File: src/rtl/ex_muldiv_unit.sv
// EX-stage multi-cycle multiply/divide unit owning the architectural HI/LO pair.
// Multiplies finish after MUL_CYCLES and divides after DIV_CYCLES; while an op is in flight, new ops and HI/LO reads stall.
module ex_muldiv_unit #(
    parameter int MUL_CYCLES = 2,
    parameter int DIV_CYCLES = 32
) (
    input  logic        clock,
    input  logic        reset,
    input  logic        Start,
    input  logic [3:0]  Op,
    input  logic        Read,
    input  logic        Flush,
    input  logic [31:0] Rs_Data,
    input  logic [31:0] Rt_Data,
    output logic        Stall,
    output logic        Busy,
    output logic [31:0] HI,
    output logic [31:0] LO
);

    localparam logic [3:0] OP_MULT  = 4'h1;
    localparam logic [3:0] OP_MULTU = 4'h2;
    localparam logic [3:0] OP_DIV   = 4'h3;
    localparam logic [3:0] OP_DIVU  = 4'h4;
    localparam logic [3:0] OP_MADD  = 4'h5;
    localparam logic [3:0] OP_MADDU = 4'h6;
    localparam logic [3:0] OP_MSUB  = 4'h7;
    localparam logic [3:0] OP_MSUBU = 4'h8;
    localparam logic [3:0] OP_MTHI  = 4'h9;
    localparam logic [3:0] OP_MTLO  = 4'hA;

    localparam int CNT_MAX = (MUL_CYCLES > DIV_CYCLES) ? MUL_CYCLES : DIV_CYCLES;
    localparam int CNT_W   = (CNT_MAX > 2) ? $clog2(CNT_MAX) : 1;
    localparam logic [CNT_W-1:0] MUL_LOAD = CNT_W'(MUL_CYCLES - 1);
    localparam logic [CNT_W-1:0] DIV_LOAD = CNT_W'(DIV_CYCLES - 1);

    typedef enum logic [1:0] {
        S_IDLE,
        S_MUL,
        S_DIV
    } state_e;

    state_e           state_q, state_d;
    logic [CNT_W-1:0] cnt_q, cnt_d;
    logic [31:0]      opA_q, opA_d;
    logic [31:0]      opB_q, opB_d;
    logic [3:0]       op_q, op_d;
    logic [31:0]      rem_q, rem_d;
    logic [31:0]      quot_q, quot_d;
    logic [31:0]      divisor_q, divisor_d;
    logic [31:0]      hi_q, hi_d;
    logic [31:0]      lo_q, lo_d;

    logic        isMul, isDiv, isMtHi, isMtLo;
    logic        accept, lastCycle;
    logic        signedOp, qNeg, rNeg;
    logic [63:0] extA, extB, product, acc, mulResult, divResult;
    logic [32:0] remShift, diff;
    logic        quotBit;
    logic [31:0] remNext, quotNext;
    logic [31:0] magA, magB;

    always_comb begin
        isMul  = 1'b0;
        isDiv  = 1'b0;
        isMtHi = 1'b0;
        isMtLo = 1'b0;
        case (Op)
            OP_MULT, OP_MULTU, OP_MADD, OP_MADDU, OP_MSUB, OP_MSUBU: isMul = 1'b1;
            OP_DIV, OP_DIVU:                                         isDiv = 1'b1;
            OP_MTHI:                                                 isMtHi = 1'b1;
            OP_MTLO:                                                 isMtLo = 1'b1;
            default: ;
        endcase
    end

    // Flush outranks Start, so a flushed cycle never accepts anything.
    assign accept    = (state_q == S_IDLE) && Start && !Flush;
    assign lastCycle = (state_q != S_IDLE) && !Flush && (cnt_q == '0);

    always_ff @(posedge clock or negedge reset) begin
        if (!reset) begin
            state_q <= S_IDLE;
        end else begin
            state_q <= state_d;
        end
    end

    always_comb begin
        state_d = state_q;
        case (state_q)
            S_IDLE: begin
                if (Start && !Flush) begin
                    if (isMul) begin
                        state_d = S_MUL;
                    end else if (isDiv) begin
                        state_d = S_DIV;
                    end
                end
            end
            S_MUL, S_DIV: begin
                if (Flush || cnt_q == '0) begin
                    state_d = S_IDLE;
                end
            end
            default: state_d = S_IDLE;
        endcase
    end

    always_comb begin
        Busy  = (state_q != S_IDLE);
        Stall = Busy && (Start || Read);
    end

    assign signedOp = (op_q == OP_MULT) || (op_q == OP_MADD) ||
                      (op_q == OP_MSUB) || (op_q == OP_DIV);

    // The low 64 bits of the product of the sign-extended operands equal the signed product,
    // so a single multiplier serves both the signed and the unsigned forms.
    always_comb begin
        extA    = {{32{signedOp & opA_q[31]}}, opA_q};
        extB    = {{32{signedOp & opB_q[31]}}, opB_q};
        product = extA * extB;
        acc     = {hi_q, lo_q};
        case (op_q)
            OP_MADD, OP_MADDU: mulResult = acc + product;
            OP_MSUB, OP_MSUBU: mulResult = acc - product;
            default:           mulResult = product;
        endcase
    end

    always_comb begin
        remShift = {rem_q, quot_q[31]};
        diff     = remShift - {1'b0, divisor_q};
        quotBit  = !diff[32];
        remNext  = quotBit ? diff[31:0] : remShift[31:0];
        quotNext = {quot_q[30:0], quotBit};
        qNeg     = (op_q == OP_DIV) && (opA_q[31] ^ opB_q[31]);
        rNeg     = (op_q == OP_DIV) && opA_q[31];
        if (opB_q == 32'd0) begin
            divResult = {opA_q, 32'hFFFF_FFFF};
        end else begin
            divResult = {(rNeg ? -remNext : remNext), (qNeg ? -quotNext : quotNext)};
        end
    end

    assign magA = (Op == OP_DIV && Rs_Data[31]) ? -Rs_Data : Rs_Data;
    assign magB = (Op == OP_DIV && Rt_Data[31]) ? -Rt_Data : Rt_Data;

    always_comb begin
        cnt_d     = cnt_q;
        opA_d     = opA_q;
        opB_d     = opB_q;
        op_d      = op_q;
        rem_d     = rem_q;
        quot_d    = quot_q;
        divisor_d = divisor_q;
        hi_d      = hi_q;
        lo_d      = lo_q;

        if (accept) begin
            opA_d = Rs_Data;
            opB_d = Rt_Data;
            op_d  = Op;
            if (isMul) begin
                cnt_d = MUL_LOAD;
            end else if (isDiv) begin
                cnt_d     = DIV_LOAD;
                rem_d     = 32'd0;
                quot_d    = magA;
                divisor_d = magB;
            end else if (isMtHi) begin
                hi_d = Rs_Data;
            end else if (isMtLo) begin
                lo_d = Rs_Data;
            end
        end else if (state_q != S_IDLE && !Flush) begin
            if (cnt_q != '0) begin
                cnt_d = cnt_q - 1'b1;
            end
            if (state_q == S_DIV) begin
                rem_d  = remNext;
                quot_d = quotNext;
            end
        end

        if (lastCycle) begin
            if (state_q == S_MUL) begin
                {hi_d, lo_d} = mulResult;
            end else begin
                {hi_d, lo_d} = divResult;
            end
        end
    end

    always_ff @(posedge clock or negedge reset) begin
        if (!reset) begin
            cnt_q     <= '0;
            opA_q     <= 32'd0;
            opB_q     <= 32'd0;
            op_q      <= 4'd0;
            rem_q     <= 32'd0;
            quot_q    <= 32'd0;
            divisor_q <= 32'd0;
            hi_q      <= 32'd0;
            lo_q      <= 32'd0;
        end else begin
            cnt_q     <= cnt_d;
            opA_q     <= opA_d;
            opB_q     <= opB_d;
            op_q      <= op_d;
            rem_q     <= rem_d;
            quot_q    <= quot_d;
            divisor_q <= divisor_d;
            hi_q      <= hi_d;
            lo_q      <= lo_d;
        end
    end

    assign HI = hi_q;
    assign LO = lo_q;

endmodule

File: config.mk
export PLATFORM = sky130hd
export DESIGN_NAME = ex_muldiv_unit
export DESIGN_NICKNAME = d
export VERILOG_FILES = /design/src/rtl/ex_muldiv_unit.sv
export SDC_FILE = /design/constraint.sdc
export NUM_CORES = 2
export LEC_CHECK = 0
export CORE_AREA = 5 5 506 408
export DETAILED_ROUTE_END_ITERATION = 6
export DIE_AREA = 0 0 511 413
export PLACE_DENSITY_LB_ADDON = 0.15
export SKIP_LAST_GASP = 1
export SLEW_MARGIN = 40
export SYNTH_ARGS = -nofsm -noshare
export SYNTH_HDL_FRONTEND = slang
export SYNTH_SLANG_ARGS = --single-unit
File: constraint.sdc
create_clock -name clock -period 36.4 [get_ports clock]
set_input_delay 3.64 -clock clock [delete_from_list [all_inputs] [get_ports clock]]
set_output_delay 3.64 -clock clock [all_outputs]
set_load 0.05 [all_outputs]
# Word-level counts from Yosys, hierarchy flattened
# Cells that the tools add are included.
[word_totals] reg_bits=235 word_cells=133
[op_classes] n_eq_ne=27 n_reduce_logical=39 bitwise=4 n_addsub=8 n_mul=1 mux=44
[ops] cell="$mux 32" count=28
[ops] cell="$neg 32->32" count=4
[ops] cell="$pmux 64 s2" count=1
[ops] cell="$add 64x64->64" count=1
[ops] cell="$mul 33x33->64" count=1
[ops] cell="$mux 64" count=1
[ops] cell="$sub 64x64->64" count=1
[ops] cell="$sub 33x32->33" count=1
[ops] cell="$logic_not 32->1" count=1
[ops] cell="$eq 4x3->1 const B" count=7
[ops] cell="$mux 5" count=5
[ops] cell="$eq 4x4->1 const B" count=4
[ops] cell="$reduce_bool 2->1" count=7
[ops] cell="$eq 4x2->1 const B" count=3
[ops] cell="$logic_and 1x1->1" count=10
[ops] cell="$reduce_and 3->1" count=3
[ops] cell="$eq 4x1->1 const B" count=2
[ops] cell="$mux 2" count=4
[ops] cell="$ne 2x1->1 const B" count=4
[ops] cell="$reduce_and 4->1" count=2
[ops] cell="$reduce_or 2->1" count=4
[ops] cell="$ne 2x2->1 const B" count=3
[ops] cell="$ne 3x3->1 const B" count=2
[ops] cell="$reduce_or 6->1" count=1
[ops] cell="14 further kinds" count=23

# Longest topological paths before layout
[logic_depth] ltp_word=10 ltp_mapped=48

# Worst setup path after synthesis
# No wires, ideal clock.
[synth_path] path_type="reg2reg" start="register op_q[3]" end="register hi_q[31], in the netlist HI[31]" period_less_slack_ns=11.662 setup_ns=0.077 path_stages_with_launch=44 setup_slack_ns=24.738 n_path_buf=3 arrival_ns=11.585 cell_sequence="dfrtp_1 -> nor2b_1 -> clkbuf_1 -> and2_1 -> clkbuf_1 -> nand2_1 -> inv_1 -> fa_1 -> fa_1 -> fa_1 -> inv_1 -> fa_1 -> fa_1 -> fa_1 -> fa_1 -> fa_1 -> inv_1 -> ha_1 -> (+8 left out) -> and4b_1 -> nand4_1 -> or4_4 -> nand2_1 -> xnor2_1 -> ha_1 -> and2_1 -> nor4b_1 -> and3_1 -> a211oi_1 -> o21ai_0 -> a31oi_1 -> o21ai_0 -> a31oi_1 -> o21bai_1 -> a21oi_1 -> xor3_1 -> a21oi_1"
[synth_between] elab_chain_len=10 elab_cells_between_ends=22 classes_between="add/sub: 2; mul: 1; eq/ne: 6; mux: 5; bitwise: 2; reduce/logical: 6"
[synth_lines] item="start, declared" line="47" rtl="logic [3:0] op_q, op_d;"
[synth_lines] item="start signal, assigned" line="211" rtl="op_q <= op_d;"
[synth_lines] item="$eq 4x1->1 or $eq 4x3->1 (tied branches)" line="115, 125"
[synth_lines] item="$logic_or 1x1->1 (2 in a row)" line="115" rtl="assign signedOp = (op_q == OP_MULT) || (op_q == OP_MADD) ||"
[synth_lines] item="$logic_or 1x1->1" line="116" rtl="(op_q == OP_MSUB) || (op_q == OP_DIV);"
[synth_lines] item="$and 1x1->1, on equally long branches" line="121, 122"
[synth_lines] item="$mul 33x33->64" line="123" rtl="product = extA * extB;"
[synth_lines] item="$sub 64x64->64 or $add 64x64->64 (tied branches)" line="127, 126"
[synth_lines] item="$pmux 64 s2" line="125" rtl="case (op_q)"
[synth_lines] item="$mux 32 *" line="188" rtl="if (state_q == S_MUL) begin"
[synth_lines] item="$mux 32 *" line="187" rtl="if (lastCycle) begin"
[synth_lines] item="end signal, assigned" line="215" rtl="hi_q <= hi_d;"
[synth_lines] item="end, declared" line="51" rtl="logic [31:0] hi_q, hi_d;"
# Mark *: on every way between the ends. The rest lies on a longest branch, timed or not.
# A chain may end at the register's enable or synchronous reset.

# Final worst setup path
[layout_path] start="register opA_q[31]" end="register hi_q[31], in the netlist HI[31]"
[layout_between] elab_chain_len=6 elab_cells_between_ends=10 classes_between="add/sub: 2; mul: 1; mux: 5; bitwise: 1; reduce/logical: 1"
[layout_lines] item="start, declared" line="45" rtl="logic [31:0] opA_q, opA_d;"
[layout_lines] item="start signal, assigned" line="209" rtl="opA_q <= opA_d;"
[layout_lines] item="$and 1x1->1" line="121" rtl="extA = {{32{signedOp & opA_q[31]}}, opA_q};"
[layout_lines] item="$mul 33x33->64" line="123"
[layout_lines] item="$sub 64x64->64 or $add 64x64->64 (tied branches)" line="127, 126"
[layout_lines] item="$pmux 64 s2" line="125"
[layout_lines] item="$mux 32 *" line="188"
[layout_lines] item="$mux 32 *" line="187"
# Marked as above.

==> metrics.md <==
| Metric | Value |
|---|---|
| Final wirelength | 222 mm |
| Clock transition at path regs | 0.08 ns |
| Fin crit period | 13.73 ns |
| CTS H-Tree Depth | 1 |
| Starting DRT DRC Count | 3790 |
| Fmax | 0.0728 GHz |
| Vias in the first global route | 50750 |
| Fin nets | 8551 |
| Synthesis warning total | 0 |
| CORE AREA | 202000 µm² |
| Full die area | 211000 µm² |
| Status | complete, no violations |
| Largest net degree at the start of global routing | 81 |
| Port buffer count | 138 |
| Relative slew slack | 37.3% |
| CP Buf/Inv Count | 5 |
| Critical Path Stages | 40 |
| Total clock sinks | 235 |
| Routed len/inst | 22.8 µm |
| Layout area overhead | 8.57% |
| Reg-to-Reg Start | opA_q[31] |
| Die H | 413 µm |
| R2R Path End | HI[31] |
| Hold_buf cts | 0 |
| Req. time, crit path | 36.95 ns |
| Critical Path Slowest Stage Cell | nor4b_1 |
| CP top delay family | adder cells |
| Min-Delay Path Depth | 2 |
| Critical-path maximum fanout | 55 |
| Setup violators final | 0 |
| CTS Root Cell | clkbuf_16 |
| RSZ-0062 raised after global routing | no |
| Synth async-reset ratio | 100% |
| Worst Skew | 0.0315 ns |
| Worst setup EP type | flop |
| Initial antenna violation count | 9 |
| Syn nets | 8705 |
| Critical Path Source | opA_q[31] |
| CTS tree | built |
| R2R Setup Slk | 22.67 ns |
| Hold Crit Class | reg2reg |
| DR pass1 iterations | 5 |
| All-Layer GR Usage | 21.0% |
| Crit path DAT | 14.28 ns |
| Detailed-route DRC error count | 0 |
| Mapped cell area | 59800 µm² |
| Slew Viols, Final | 0 |
| MaxCap Viol Count | 0 |
| DRT antenna net count | 0 |
| Yosys cell types | 97 |
| Syn Inst Count | 7187 |
| GP Congestion | 0.914 |
| Via density | 5.05 |
| Setup TNS Final | 0 ns |
| Max clock buf depth | 3 |
| Critical Path Sink | HI[31] |
| Hpwl dp | 175 mm |
| Die Wd | 511 µm |
| Synth Register Bits | 235 |
| Cts bufs inserted | 27 |
| Worst-case reg-to-reg path depth | 40 |
| Gr ovfl total | 0 |
| Mapped Avg Cell Area | 8.32 µm² |
| First-pass GRT wire length | 339 mm |
| Most used cell, CP | fa_1 |
| Ports | 139 |
| Crit path launch type | flop |
| Final period util | 37.7% |
| Final hold violations | 0 |
| Via Count | 49240 |
| Initial Utilization | 29.6% |
| Ys flop type | dfrtp_1 |
| Ratio of cells with drive above 1 in the final layout | 3.59% |
| CTS resizes | 0 |
| Post-synth EDFFs | 0 |
| Sequential area share after synthesis | 9.84% |
| Slew @ Worst Pin | 0.933 ns |
| Post-CTS setup buffers | 0 |
| Setup CP Type | reg2reg |
| CP peak stage delay | 0.76 ns |
| Std cell rows | 148 |
| Clk Latency, worst-skew pair | 0.63 ns |
-- cells in the mapped netlist (59+ instances only) --
cell | n | area [µm²]
a31oi_1 | 65 | 407
ha_1 | 318 | 3980
and2_1 | 287 | 1800
o21ai_0 | 293 | 1470
dfrtp_1 | 235 | 5880
xor2_1 | 127 | 1110
nand3_1 | 87 | 435
clkbuf_1 | 414 | 1550
inv_1 | 1222 | 4590
nor3_1 | 72 | 360
xnor2_1 | 179 | 1570
and3_1 | 59 | 369
a21oi_1 | 311 | 1560
nor2_1 | 275 | 1030
a21o_1 | 88 | 661
fa_1 | 1127 | 22600
nand2_1 | 1342 | 5040
-- worst min-delay path by stage --
stage,from,end
after detailed placement,opB_q[28],opB_q[28]
after floorplan,divisor_q[10],divisor_q[10]
after CTS,opB_q[28],opB_q[28]
after global routing,divisor_q[14],divisor_q[14]
after global placement,opB_q[7],opB_q[7]
final,opB_q[28],opB_q[28]
-- cells by family (layout without fill, tap and decap cells) --
kind of cell	count (synthesis)	after routing	synth area share, %
xor+xnor	308	308	4.55
flops	235	235	9.84
other cells	0	1	0
buf+inv	1662	1529	10.5
simple gates	2372	2372	18.0
fa+ha+maj	1445	1445	44.4
mux	57	57	0.965
compound gates	1108	1108	11.7
-- placed cells by master, fill, tap and decap left out, types with 86 or more instances in the layout --
cell,Yosys,layout
ha_1,318,317
clkdlybuf4s50_1,0,137
xor2_1,127,127
inv_1,1222,1222
nand3_1,87,86
nand2_1,1342,1341
and2_1,287,287
dfrtp_1,235,232
o21ai_0,293,291
fa_1,1127,1127
buf_4,0,109
a21oi_1,311,310
nor2_1,275,270
xnor2_1,179,175
a21o_1,88,88
-- metal layers --
layer	global-route usage [%]	share of wire (%)	vias up	routed length, µm
met5	0	0	-	0
met3	1.98	5.0	153	11100
li1	-	-	22217	-
met4	3.03	1.8	0	4060
met1	31.9	49	25561	109000
met2	32.9	44	1309	97800
-- flip-flops by register name, summed over array words and instances (netlist names) --
register   flops
divisor_q     32
state_q        2
LO            32
cnt_q          5
op_q           4
quot_q        32
opB_q         32
rem_q         32
HI            32
opA_q         32
-- area by class of cell --
class | instances | area, µm²
multi-input combinational | 5290 | 47800
timing repair buffer | 256 | 2310
inverter | 1223 | 4590
clock inverter | 10 | 131
antenna | 1 | 2.50
tap | 2700 | 3380
sequential | 235 | 5880
clock buffer | 40 | 805
fill | 21474 | 137000
-- tightest hold or removal path: stages, from the launching register on --
cell and delay (ns):
dfrtp_1 0.34, nand2_1 0.05, nand2_1 0.05
-- through the flow --
stage	worst slack, ns	hold slack (ns)	instances	utilization (%)	area (µm²)
floorplan	24.74	0.450	7187	-	59800
global placement	22.73	0.462	9701	31.6	63800
detailed placement	22.49	0.466	9702	31.7	63900
CTS	22.41	0.483	9752	32.2	64800
global route	22.04	0.505	9754	32.2	64900
finish	22.67	0.480	9755	32.2	64900
Power is left out: the tool's default activity adds up to more than one toggle a clock period on the data nets, which glitch-free logic cannot reach.
